--- src/rtl/gpio_bank.sv ---
// Parametrised GPIO bank for the j1 IO bus: per-pin direction, atomic set/clear/toggle,
// synchronised inputs, rising/falling edge detection with sticky pending flags and a level irq.
module gpio_bank #(
    parameter int              WIDTH       = 8,
    parameter int              SYNC_STAGES = 2,
    parameter logic [WIDTH-1:0] OUT_RESET  = '0
) (
    input  logic             clk,
    input  logic             reset,
    input  logic             sel,
    input  logic             io_wr,
    input  logic             io_rd,
    input  logic [3:0]       io_addr,
    input  logic [15:0]      io_wdata,
    output logic [15:0]      io_rdata,
    input  logic [WIDTH-1:0] pin_in,
    output logic [WIDTH-1:0] pin_out,
    output logic [WIDTH-1:0] pin_oe,
    output logic             irq
);

    localparam logic [3:0] A_OUT  = 4'd0;
    localparam logic [3:0] A_DIR  = 4'd1;
    localparam logic [3:0] A_IN   = 4'd2;
    localparam logic [3:0] A_SET  = 4'd3;
    localparam logic [3:0] A_CLR  = 4'd4;
    localparam logic [3:0] A_TGL  = 4'd5;
    localparam logic [3:0] A_RISE = 4'd6;
    localparam logic [3:0] A_FALL = 4'd7;
    localparam logic [3:0] A_PEND = 4'd8;

    // Bus handshake: io_wr/io_rd are single-cycle strobes that count only while sel is high;
    // there is no ready/wait, every qualified access completes on the next posedge.
    logic wr_en;
    logic rd_en;
    assign wr_en = sel & io_wr;
    assign rd_en = sel & io_rd;

    logic [WIDTH-1:0] wd;
    assign wd = io_wdata[WIDTH-1:0];

    generate
        if (WIDTH < 16) begin : g_unused_hi
            logic unused_wdata_hi;
            assign unused_wdata_hi = ^io_wdata[15:WIDTH];
        end
    endgenerate

    logic [WIDTH-1:0] out_q,  out_d;
    logic [WIDTH-1:0] dir_q,  dir_d;
    logic [WIDTH-1:0] rise_q, rise_d;
    logic [WIDTH-1:0] fall_q, fall_d;
    logic [WIDTH-1:0] pend_q, pend_d;
    logic [WIDTH-1:0] prev_q;
    logic [15:0]      rdata_q, rdata_d;
    logic             irq_q;

    logic [SYNC_STAGES-1:0][WIDTH-1:0] sync_q;
    logic [WIDTH-1:0] in_w;
    assign in_w = sync_q[SYNC_STAGES-1];

    logic [WIDTH-1:0] rise_ev;
    logic [WIDTH-1:0] fall_ev;
    logic [WIDTH-1:0] w1c;
    assign rise_ev = in_w & ~prev_q & rise_q;
    assign fall_ev = ~in_w & prev_q & fall_q;
    assign w1c     = (wr_en && io_addr == A_PEND) ? wd : '0;

    function automatic logic [15:0] zext(input logic [WIDTH-1:0] v);
        zext = '0;
        zext[WIDTH-1:0] = v;
    endfunction

    always_comb begin
        out_d  = out_q;
        dir_d  = dir_q;
        rise_d = rise_q;
        fall_d = fall_q;
        if (wr_en) begin
            case (io_addr)
                A_OUT:   out_d  = wd;
                A_DIR:   dir_d  = wd;
                A_SET:   out_d  = out_q | wd;
                A_CLR:   out_d  = out_q & ~wd;
                A_TGL:   out_d  = out_q ^ wd;
                A_RISE:  rise_d = wd;
                A_FALL:  fall_d = wd;
                default: ;
            endcase
        end
    end

    // A fresh edge in the same cycle as its clear keeps the bit set.
    assign pend_d = (pend_q & ~w1c) | rise_ev | fall_ev;

    // Reads capture pre-write register values, so a same-cycle write is not visible.
    always_comb begin
        rdata_d = rdata_q;
        if (rd_en) begin
            case (io_addr)
                A_OUT:   rdata_d = zext(out_q);
                A_DIR:   rdata_d = zext(dir_q);
                A_IN:    rdata_d = zext(in_w);
                A_RISE:  rdata_d = zext(rise_q);
                A_FALL:  rdata_d = zext(fall_q);
                A_PEND:  rdata_d = zext(pend_q);
                default: rdata_d = '0;
            endcase
        end
    end

    always_ff @(posedge clk) begin
        if (reset) begin
            out_q   <= OUT_RESET;
            dir_q   <= '0;
            rise_q  <= '0;
            fall_q  <= '0;
            pend_q  <= '0;
            prev_q  <= '0;
            sync_q  <= '0;
            rdata_q <= '0;
            irq_q   <= 1'b0;
        end else begin
            sync_q[0] <= pin_in;
            for (int i = 1; i < SYNC_STAGES; i++) begin
                sync_q[i] <= sync_q[i-1];
            end
            prev_q  <= in_w;
            out_q   <= out_d;
            dir_q   <= dir_d;
            rise_q  <= rise_d;
            fall_q  <= fall_d;
            pend_q  <= pend_d;
            rdata_q <= rdata_d;
            irq_q   <= |(pend_q & (rise_q | fall_q));
        end
    end

    assign io_rdata = rdata_q;
    assign pin_out  = out_q;
    assign pin_oe   = dir_q;
    assign irq      = irq_q;

endmodule
--- config.mk ---
export PLATFORM = sky130hd
export DESIGN_NAME = gpio_bank
export DESIGN_NICKNAME = d
export VERILOG_FILES = /design/src/rtl/gpio_bank.sv
export SDC_FILE = /design/constraint.sdc
export NUM_CORES = 1
export LEC_CHECK = 0
export ABC_AREA = 1
export BUFFER_PORTS_ARGS = -buffer_cell sky130_fd_sc_hd__buf_2
export CAP_MARGIN = 40
export CORE_ASPECT_RATIO = 1.1
export CORE_MARGIN = 2
export CORE_UTILIZATION = 40
export DETAILED_ROUTE_END_ITERATION = 7
export GPL_TIMING_DRIVEN = 1
export HOLD_SLACK_MARGIN = 0.06
export PLACE_DENSITY = 0.59
export SLEW_MARGIN = 20
export SYNTH_ARGS = -nofsm -noshare
export SYNTH_HDL_FRONTEND = slang
export SYNTH_SLANG_ARGS = --single-unit
--- constraint.sdc ---
create_clock -name clk -period 1.49 [get_ports clk]
set_input_delay 0.2235 -clock clk [delete_from_list [all_inputs] [get_ports clk]]
set_output_delay 0.2235 -clock clk [all_outputs]
set_load 0.1 [all_outputs]
==> Yosys cells after proc, flatten, opt, wreduce, memory -nomap -nowiden <==
Index checks and enable logic that the tools add are counted.
{ "totals": {"reg_bits": 81, "in_bits": 33, "wordCells": 47, "out_inout_bits": 33} }
{ "classes": {"reduce_logical": 8, "n_bitwise": 18, "mux": 3, "n_eq_ne": 8} }
{ "ops": {"columns": ["cell", "count"], "rows": [
  ["$and A8 B8 Y8", 7],
  ["$pmux W8 S6", 1],
  ["$not A8 Y8", 4],
  ["$or A8 B8 Y8", 4],
  ["$pmux W8 S4", 1],
  ["$eq A4 B3 Y1 const B", 4],
  ["$eq A4 B2 Y1 const B", 2],
  ["$mux W8", 1],
  ["$reduce_and A2 Y1", 4],
  ["$reduce_or A8 Y1", 1],
  ["$xor A8 B8 Y8", 1],
  ["$eq A4 B1 Y1 const B", 1],
  ["$eq A4 B4 Y1 const B", 1],
  ["$logic_not A4 Y1", 1],
  ["$reduce_bool A4 Y1", 1],
  ["$and A1 B1 Y1", 2],
  ["$logic_and A1 B1 Y1", 1]
]} }

==> Logic depth before layout (Yosys ltp) <==
Gate-level depths: netlist of the first run.
{ "depth": {"depth_word": 7, "mapped_depth": 9, "depth_no_buf": 8} }

==> Least setup slack after synthesis of the first run <==
Ideal clock, no wire load.
{ "synth_timing": {"kind": "register -> register", "from": "reg out_q[7], in the netlist pin_out[7]", "to": "reg out_q[7], in the netlist pin_out[7]", "setup_slack_ns": -0.292, "synth_period_minus_slack_ns": 1.782, "setup_time_ns": 0.132, "required_time_ns": 1.358, "arrival_time_ns": 1.649, "path_stages_with_launch": 7, "n_path_buf": 0, "cell_sequence": "dfxtp_1 -> inv_1 -> ha_1 -> nand3_1 -> nand4_1 -> nand2_1 -> a21oi_1"} }
{ "synth_via": {"elab_chain_cells": 2, "word_cells_on_any_way": 4, "cone_classes": "1 x mux; 3 x bitwise"} }
{ "synth_lines": {"columns": ["item", "line_no", "text"], "rows": [
  ["start: declaration", "49", "logic [WIDTH-1:0] out_q, out_d;"],
  ["start signal: assignment", "129", "out_q <= out_d;"],
  ["$xor A8 B8 Y8, or another cell as far along", "85", "A_TGL: out_d = out_q ^ wd;"],
  ["$pmux W8 S4 *", "80", "case (io_addr)"]
]} }
Mark *: on every way between the ends. The rest lies on a longest branch, timed or not.
A chain may end at the register's enable or synchronous reset.

==> Worst setup path in the final report of the first run <==
{ "layout_timing": {"from": "reg dir_q[6], in the netlist pin_oe[6]", "to": "out pin_oe[6]"} }
{ "layout_rtl": {"columns": ["item", "line_no", "text"], "rows": [
  ["start: declaration", "50", "logic [WIDTH-1:0] dir_q, dir_d;"],
  ["start signal: assignment", "130", "dir_q <= dir_d;"],
  ["end: declaration", "18", "output logic [WIDTH-1:0] pin_oe,"]
]} }
No word-level cell between the ends.

==> impl_metrics.env, run 1 <==
export IMPL_start_kind="flop"
export IMPL_path_class="reg2out"
export IMPL_drv_slew=0
export IMPL_crit_buf_inv=1
export IMPL_cts_resized=0
export IMPL_num_fill_cells=902
export IMPL_yosys_area_top_type="dfxtp_1"
export IMPL_drt_iter0_markers=161
export IMPL_cts_inserted_buffers=9
export IMPL_final_cell_mix="84 x inv_1, 71 x nor2_1, 65 x dfxtp_1"
export IMPL_fp_dieArea_mm2=0.00966
export IMPL_first_pass_iters=5
export IMPL_path_delay_family="buffers and inverters"
export IMPL_yosysWarnings=0
export IMPL_path_clk_slew_ps=90
export IMPL_leakage_nw=1.91
export IMPL_max_clock_path_buffers=2
export IMPL_root_buffer="clkbuf_8"
export IMPL_regArea_mm2=0.00147
export IMPL_min_path_type="in2reg"
export IMPL_setup_viol=0
export IMPL_syn_area_mm2=0.00356
export IMPL_grt_max_degree=31
export IMPL_power_density_mw_per_mm2=1050
export IMPL_grt_ovfl_total=0
export IMPL_h_tree_depth=3
export IMPL_worstPathRequired_ps=1270
export IMPL_slowest_delay_ps=440
export IMPL_final_nets=624
export IMPL_gp_congestion=0.897
export IMPL_grt_usage_pct=21.5
export IMPL_clkLatencyLatePin_ps=360
export IMPL_fin_skew_ps=7.60
export IMPL_final_common_cell="inv_1"
export IMPL_endpoint_kind="output port"
export IMPL_synthTopCellsByArea="dfxtp_1 41%, inv_1 8.9%, o21ai_0 8.7%"
export IMPL_multiInputGateArea_mm2=0.00165
export IMPL_cts_tree="done"
export IMPL_area_growth_pct=20.9
export IMPL_start_util_pct=40.7
export IMPL_io_buffers=49
export IMPL_cp_cell_sequence="buf_2"
export IMPL_fmaxAchievable_mhz=715
export IMPL_first_global_vias=3211
export IMPL_rsz0062_at_grt="no"
export IMPL_viasPerCell=4.95
export IMPL_antenna_found_initial=0
export IMPL_io_pins=66
export IMPL_clock_sinks=73
export IMPL_yosysUniqueCellTypes=23
export IMPL_worst_ep_arrival_time_ps=1170
export IMPL_seq_area_frac_synth_pct=41.1
export IMPL_diodes=0
export IMPL_core_mm2=0.00874
export IMPL_drt_antenna_violating_nets=0
export IMPL_crit_slowest_cell="buf_2"
export IMPL_die_w_um=93.9
export IMPL_ys_ff_latch=73
export IMPL_wirelength_um=9810
export IMPL_whs_ps=64.5
export IMPL_die_height_um=103
export IMPL_drc_errors=0
export IMPL_drive_above_1_share_pct=18.6
export IMPL_yosysTopAreaCellShare_pct=41.1
export IMPL_vias=3438
export IMPL_fin_crit_sh_pct=93.8
export IMPL_row_count=36
export IMPL_status="complete, no violations"
export IMPL_dpl_hpwl_um=7080
export IMPL_wl_per_cell_um=14.1
export IMPL_hold_viol=0
export IMPL_grt_pass1_wl_um=15800
export IMPL_path_max_fanout=2
export IMPL_finalSetupTns_ps=0
export IMPL_avgSynthCellArea_um2=7.06
export IMPL_maxCapViolations=0
export IMPL_ir_drop_uv=542
export IMPL_syn_inst=504
export IMPL_min_period_ps=1400
[kinds of logic after synthesis]
kind of cell | count (synthesis) | synth area share [%]
compound gates | 122 | 17.4
other cells | 1 | 0.105
flops | 73 | 41.1
fa+ha+maj | 16 | 5.63
simple gates | 182 | 22.6
buf+inv | 110 | 13.1
[stage by stage]
stage                     setup WS [ps]  utilization [%]  cells  cell area [um^2]  power, mW
after detailed placement           48.5             46.0    673              4020       2.75
final                              91.8             49.2    694              4300       4.51
after CTS                          82.1             49.2    694              4300       4.54
after floorplan                    30.6                -    511              3590       2.58
after global routing               42.8             49.2    694              4300       4.70
after global placement              115             46.0    673              4020       2.73
[flip-flops by register name, summed over array words and instances, names as in the netlist]
name / flops
io_rdata: 8
prev_q: 8
sync_q: 8
fall_q: 8
in_w: 8
irq: 1
pend_q: 8
pin_out: 8
pin_oe: 8
rise_q: 8
[power breakdown]
| group | switching (mW) | leakage, nW | internal [mW] |
|---|---|---|---|
| Clock | 0.835 | 0.116 | 0.963 |
| Combinational | 0.505 | 1.19 | 0.159 |
| Sequential | 0.0320 | 0.599 | 2.01 |
| Total | 1.37 | 1.91 | 3.14 |
[cells in the mapped netlist]
library cell and count:
a21oi_1 53, buf_2 6, buf_4 8, buf_6 2
clkbuf_1 8, clkinv_2 1, conb_1 1, dfxtp_1 73
ha_1 16, inv_1 84, inv_2 1, nand2_1 58
nand2_2 1, nand2_4 3, nand3_1 28, nand3_2 2
nand4_1 8, nor2_1 71, nor2_2 2, nor2_4 2
nor3_1 7, o21ai_0 62, o22ai_1 7
[what timing repair did]
action	4_1_cts	5_1_grt
setup buffers	0	0
endpoints found under the hold margin	5	0
hold buffers	5	0
[final cells by class]
| class | instances | area share [%] |
|---|---|---|
| Multi-Input combinational cell | 328 | 38.5 |
| Sequential cell | 73 | 34.2 |
| Timing Repair Buffer | 77 | 11.2 |
| Inverter | 86 | 7.54 |
| Tap cell | 114 | 3.32 |
| Clock buffer | 9 | 2.88 |
| Clock inverter | 7 | 2.39 |
[final timing paths]
| check | slack (ps) | cells after the start | to | start |
|---|---|---|---|---|
| max | 90 | 1 | pin_oe[6] | pin_oe[6] |
| min | 60 | 3 | sync_q[6] | pin_in[6] |
| max reg2reg | 360 | 6 | pin_out[2] | pin_out[2] |
| min reg2reg | 400 | 2 | in_w[3] | sync_q[3] |
[routing by layer]
metal	routed length (um)	GRT usage (%)
met1	4080	26.2
met5	0	0
met2	5140	38.4
met4	102	6.69
met3	496	4.02
No activity file was read; power rests on OpenSTA's default activity.
==> inputs of run 2 (changes only) <==
--- a/config.mk
+++ b/config.mk
@@ -11,10 +11,12 @@
 export CORE_ASPECT_RATIO = 1.1
 export CORE_MARGIN = 2
 export CORE_UTILIZATION = 40
+export CTS_BUF_LIST = sky130_fd_sc_hd__clkbuf_4 sky130_fd_sc_hd__clkbuf_8
 export DETAILED_ROUTE_END_ITERATION = 7
 export GPL_TIMING_DRIVEN = 1
 export HOLD_SLACK_MARGIN = 0.06
 export PLACE_DENSITY = 0.59
+export SKIP_CTS_REPAIR_TIMING = 1
 export SLEW_MARGIN = 20
 export SYNTH_ARGS = -nofsm -noshare
 export SYNTH_HDL_FRONTEND = slang
==> impl_metrics.env, run 2 (synthesis gave the netlist of run 1 again) <==
export IMPL_core_mm2=0.00874
export IMPL_dr_wl_met2_um=5080
export IMPL_final_nets=622
export IMPL_drive_above_1_share_pct=18.7
export IMPL_fin_ws_ps=84.9
export IMPL_first_global_vias=3183
export IMPL_clock_sinks=73
export IMPL_crit_slowest_cell="buf_2"
export IMPL_utilization_pct=49.0
export IMPL_start_kind="flop"
export IMPL_crit_buf_inv=1
export IMPL_finalSetupTns_ps=0
export IMPL_row_count=36
export IMPL_path_clk_slew_ps=90
export IMPL_wl_met3_um=518
export IMPL_viasPerCell=4.98
export IMPL_reg2reg_slack_ps=360
export IMPL_drv_slew=0
export IMPL_worst_ep_arrival_time_ps=1180
export IMPL_final_common_cell="inv_1"
export IMPL_h_tree_depth=3
export IMPL_clkLatencyLatePin_ps=360
export IMPL_max_clock_path_buffers=2
export IMPL_antenna_found_initial=0
export IMPL_stdcell_area_mm2=0.00428
export IMPL_wl_per_cell_um=14.2
export IMPL_place_ws_ps=48.5
export IMPL_dpl_hpwl_um=7080
export IMPL_fin_cells=692
export IMPL_die_w_um=93.9
export IMPL_cp_cell_sequence="buf_2"
export IMPL_min_period_ps=1410
export IMPL_fp_dieArea_mm2=0.00966
export IMPL_slowest_delay_ps=450
export IMPL_status="complete, no violations"
export IMPL_maxCapViolations=0
export IMPL_io_buffers=49
export IMPL_grt_max_degree=31
export IMPL_fmaxAchievable_mhz=712
export IMPL_drc_errors=0
export IMPL_grt_usage_pct=21.4
export IMPL_fin_crit_sh_pct=94.3
export IMPL_die_height_um=103
export IMPL_grt_ovfl_total=0
export IMPL_path_delay_family="buffers and inverters"
export IMPL_rsz0062_at_grt="no"
export IMPL_power_density_mw_per_mm2=1050
export IMPL_hold_viol=0
export IMPL_topRoutingLayerUsed="met4"
export IMPL_start_util_pct=40.7
export IMPL_min_path_type="in2reg"
export IMPL_vias=3449
export IMPL_final_cell_mix="84 x inv_1, 71 x nor2_1, 65 x dfxtp_1"
export IMPL_fin_skew_ps=7.31
export IMPL_wirelength_um=9800
export IMPL_drt_antenna_violating_nets=0
export IMPL_num_fill_cells=904
export IMPL_worstPathRequired_ps=1270
export IMPL_area_growth_pct=20.3
export IMPL_setup_viol=0
export IMPL_path_max_fanout=2
export IMPL_root_buffer="clkbuf_8"
export IMPL_endpoint_kind="output port"
export IMPL_wl_met1_um=4080
export IMPL_ir_drop_uv=542
export IMPL_leakage_nw=1.90
export IMPL_first_pass_iters=5
export IMPL_dp_cells=673
export IMPL_cts_inserted_buffers=9
export IMPL_path_class="reg2out"
export IMPL_cts_tree="done"
export IMPL_diodes=0
export IMPL_drt_iter0_markers=174
export IMPL_io_pins=66
export IMPL_dpl_cell_area_mm2=0.00402
export IMPL_gp_congestion=0.897
export IMPL_grt_pass1_wl_um=15800
## run 2: cell types whose count changed in the layout (fill, tap and decap cells not counted)
cell           before  now
dlygate4sd3_1       5    3
## run 2: through the flow
| stage | hold slack, ps | power (mW) |
|---|---|---|
| after detailed placement | 395 | 2.75 |
| after floorplan | 330 | 2.58 |
| after CTS | 55.5 | 4.53 |
| final | 65.4 | 4.50 |
| after global routing | 61.5 | 4.70 |
| after global placement | 391 | 2.73 |
## run 2: area by class of cell
class / instances / area (um^2) / share of cell area (%)
Multi-Input combinational cell: 328 / 1650 / 38.7
Sequential cell: 73 / 1470 / 34.4
Timing Repair Buffer: 75 / 460 / 10.8
Inverter: 86 / 324 / 7.57
Tap cell: 114 / 143 / 3.33
Clock buffer: 9 / 124 / 2.89
Clock inverter: 7 / 103 / 2.40
## run 2: final timing paths
path / start / endpoint / cells past startpoint
worst max-delay path: pin_oe[6] / pin_oe[6] / 1
worst min-delay path: pin_in[6] / sync_q[6] / 3
worst max register to register: pin_out[2] / pin_out[2] / 6
worst min register to register: sync_q[3] / in_w[3] / 2
## run 2: routing by layer
layer  vias to the layer above  track usage [%]
met5                         -                0
met2                        98             38.1
met3                        17             4.02
met4                         0             6.69
li1                       1741                -
met1                      1593             26.1
## run 2: where the power goes
part	internal (mW)	switching [mW]	leakage (nW)	total, mW
clock	0.963	0.826	0.116	1.79
combinational	0.156	0.504	1.19	0.660
sequential	2.01	0.0319	0.599	2.05
==> inputs of run 3 (changes only) <==
--- a/config.mk
+++ b/config.mk
@@ -16,6 +16,7 @@
 export GPL_TIMING_DRIVEN = 1
 export HOLD_SLACK_MARGIN = 0.06
 export PLACE_DENSITY = 0.59
+export SETUP_SLACK_MARGIN = 0.4
 export SKIP_CTS_REPAIR_TIMING = 1
 export SLEW_MARGIN = 20
 export SYNTH_ARGS = -nofsm -noshare
==> impl_metrics.env, run 3 (synthesis gave the netlist of run 1 again) <==
export IMPL_start_kind="flop"
export IMPL_first_pass_iters=4
export IMPL_setup_viol=0
export IMPL_rsz0062_at_grt="yes"
export IMPL_vias=3437
export IMPL_row_count=36
export IMPL_hold_viol=0
export IMPL_maxCapViolations=0
export IMPL_area_growth_pct=37.7
export IMPL_drive_above_1_share_pct=28.3
export IMPL_leakage_nw=2.02
export IMPL_grt_max_degree=44
export IMPL_cts_tree="done"
export IMPL_dp_cells=669
export IMPL_gp_congestion=0.822
export IMPL_path_class="reg2out"
export IMPL_finalSetupTns_ps=0
export IMPL_status="complete, no violations"
export IMPL_grt_usage_pct=20.7
export IMPL_place_ws_ps=58.2
export IMPL_combinationalPowerShare_pct=17.6
export IMPL_clock_sinks=73
export IMPL_path_max_fanout=4
export IMPL_grt_pass1_wl_um=15300
export IMPL_wirelength_um=9870
export IMPL_crit_buf_inv=1
export IMPL_die_w_um=93.9
export IMPL_io_buffers=49
export IMPL_viasPerCell=4.95
export IMPL_path_delay_family="flip-flops"
export IMPL_worstPathRequired_ps=1270
export IMPL_fin_crit_sh_pct=76.8
export IMPL_clkLatencyLatePin_ps=350
export IMPL_drv_slew=0
export IMPL_worst_ep_arrival_time_ps=920
export IMPL_p_clk_share_pct=36.1
export IMPL_fin_cells=694
export IMPL_start_util_pct=40.7
export IMPL_net_switching_power_mw=1.33
export IMPL_fp_dieArea_mm2=0.00966
export IMPL_path_clk_slew_ps=80
export IMPL_fin_ws_ps=345
export IMPL_fin_skew_ps=6.78
export IMPL_grt_ovfl_total=0
export IMPL_final_common_cell="inv_1"
export IMPL_core_mm2=0.00874
export IMPL_antenna_found_initial=0
export IMPL_min_path_type="in2reg"
export IMPL_slowest_delay_ps=400
export IMPL_wl_per_cell_um=14.2
export IMPL_final_cell_mix="74 x inv_1, 70 x nor2_1, 56 x nand2_1, 56 x o21ai_0, 49 x a21oi_1"
export IMPL_drt_iter0_markers=167
export IMPL_diodes=0
export IMPL_reg2reg_from="pin_out[5]"
export IMPL_min_period_ps=1140
export IMPL_tightest_slew_ps=507
export IMPL_die_height_um=103
export IMPL_ir_drop_uv=491
export IMPL_cp_cell_sequence="buf_12"
export IMPL_h_tree_depth=3
export IMPL_final_nets=624
export IMPL_drt_antenna_violating_nets=0
export IMPL_seqPwrFrac_pct=46.3
export IMPL_p_total_mw=4.41
export IMPL_max_clock_path_buffers=2
export IMPL_fmaxAchievable_mhz=874
export IMPL_max_slew_margin_pct=66.2
export IMPL_drc_errors=0
export IMPL_min_from="pin_in[2]"
export IMPL_io_pins=66
export IMPL_netSwitchingFraction_pct=30.2
export IMPL_power_density_mw_per_mm2=900
export IMPL_cts_inserted_buffers=9
export IMPL_endpoint_kind="output port"
export IMPL_cp_startpoint="pin_out[1]"
export IMPL_crit_slowest_cell="dfxtp_4"
export IMPL_root_buffer="clkbuf_8"
export IMPL_internal_power_mw=3.08
export IMPL_first_global_vias=3194
export IMPL_dpl_hpwl_um=6760
run 3: final timing paths:
check	to	depth (start not counted)	slack, ps
worst max-delay path	pin_out[1]	1	350
worst min-delay path	sync_q[2]	3	70
worst max register to register	pin_out[5]	6	390
worst min register to register	in_w[2]	2	400
run 3: cell type report:
| cell class | count | area [um^2] |
|---|---|---|
| Clock buffer | 11 | 145 |
| Clock inverter | 5 | 55.1 |
| Fill cell | 863 | 3840 |
| Inverter | 86 | 342 |
| Multi-Input combinational cell | 328 | 1830 |
| Sequential cell | 73 | 1530 |
| Tap cell | 114 | 143 |
| Timing Repair Buffer | 77 | 851 |
run 3: metal layers:
| metal | routed length [um] | GRT usage [%] | share of wire (%) |
|---|---|---|---|
| met1 | 4230 | 25.2 | 43 |
| met2 | 4950 | 36.0 | 50 |
| met3 | 502 | 2.92 | 5.1 |
| met4 | 189 | 9.81 | 1.9 |
| met5 | 0 | 0 | 0 |
run 3: through the flow:
stage,utilization (%),cell area (um^2),hold WS [ps]
5_1_grt,56.0,4900,65.9
3_5_place_dp,47.2,4120,392
4_1_cts,49.5,4320,66.1
2_1_floorplan,-,3720,330
3_3_place_gp,47.2,4120,389
6_report,56.0,4900,70.2
run 3: power by group through the flow:
stage	sequential (mW)	combinational [mW]	clock (mW)
floorplan	2.22	0.356	0
global placement	2.07	0.661	0
detailed placement	2.07	0.668	0
CTS	2.03	0.672	1.61
global route	2.05	0.835	1.69
finish	2.04	0.775	1.59
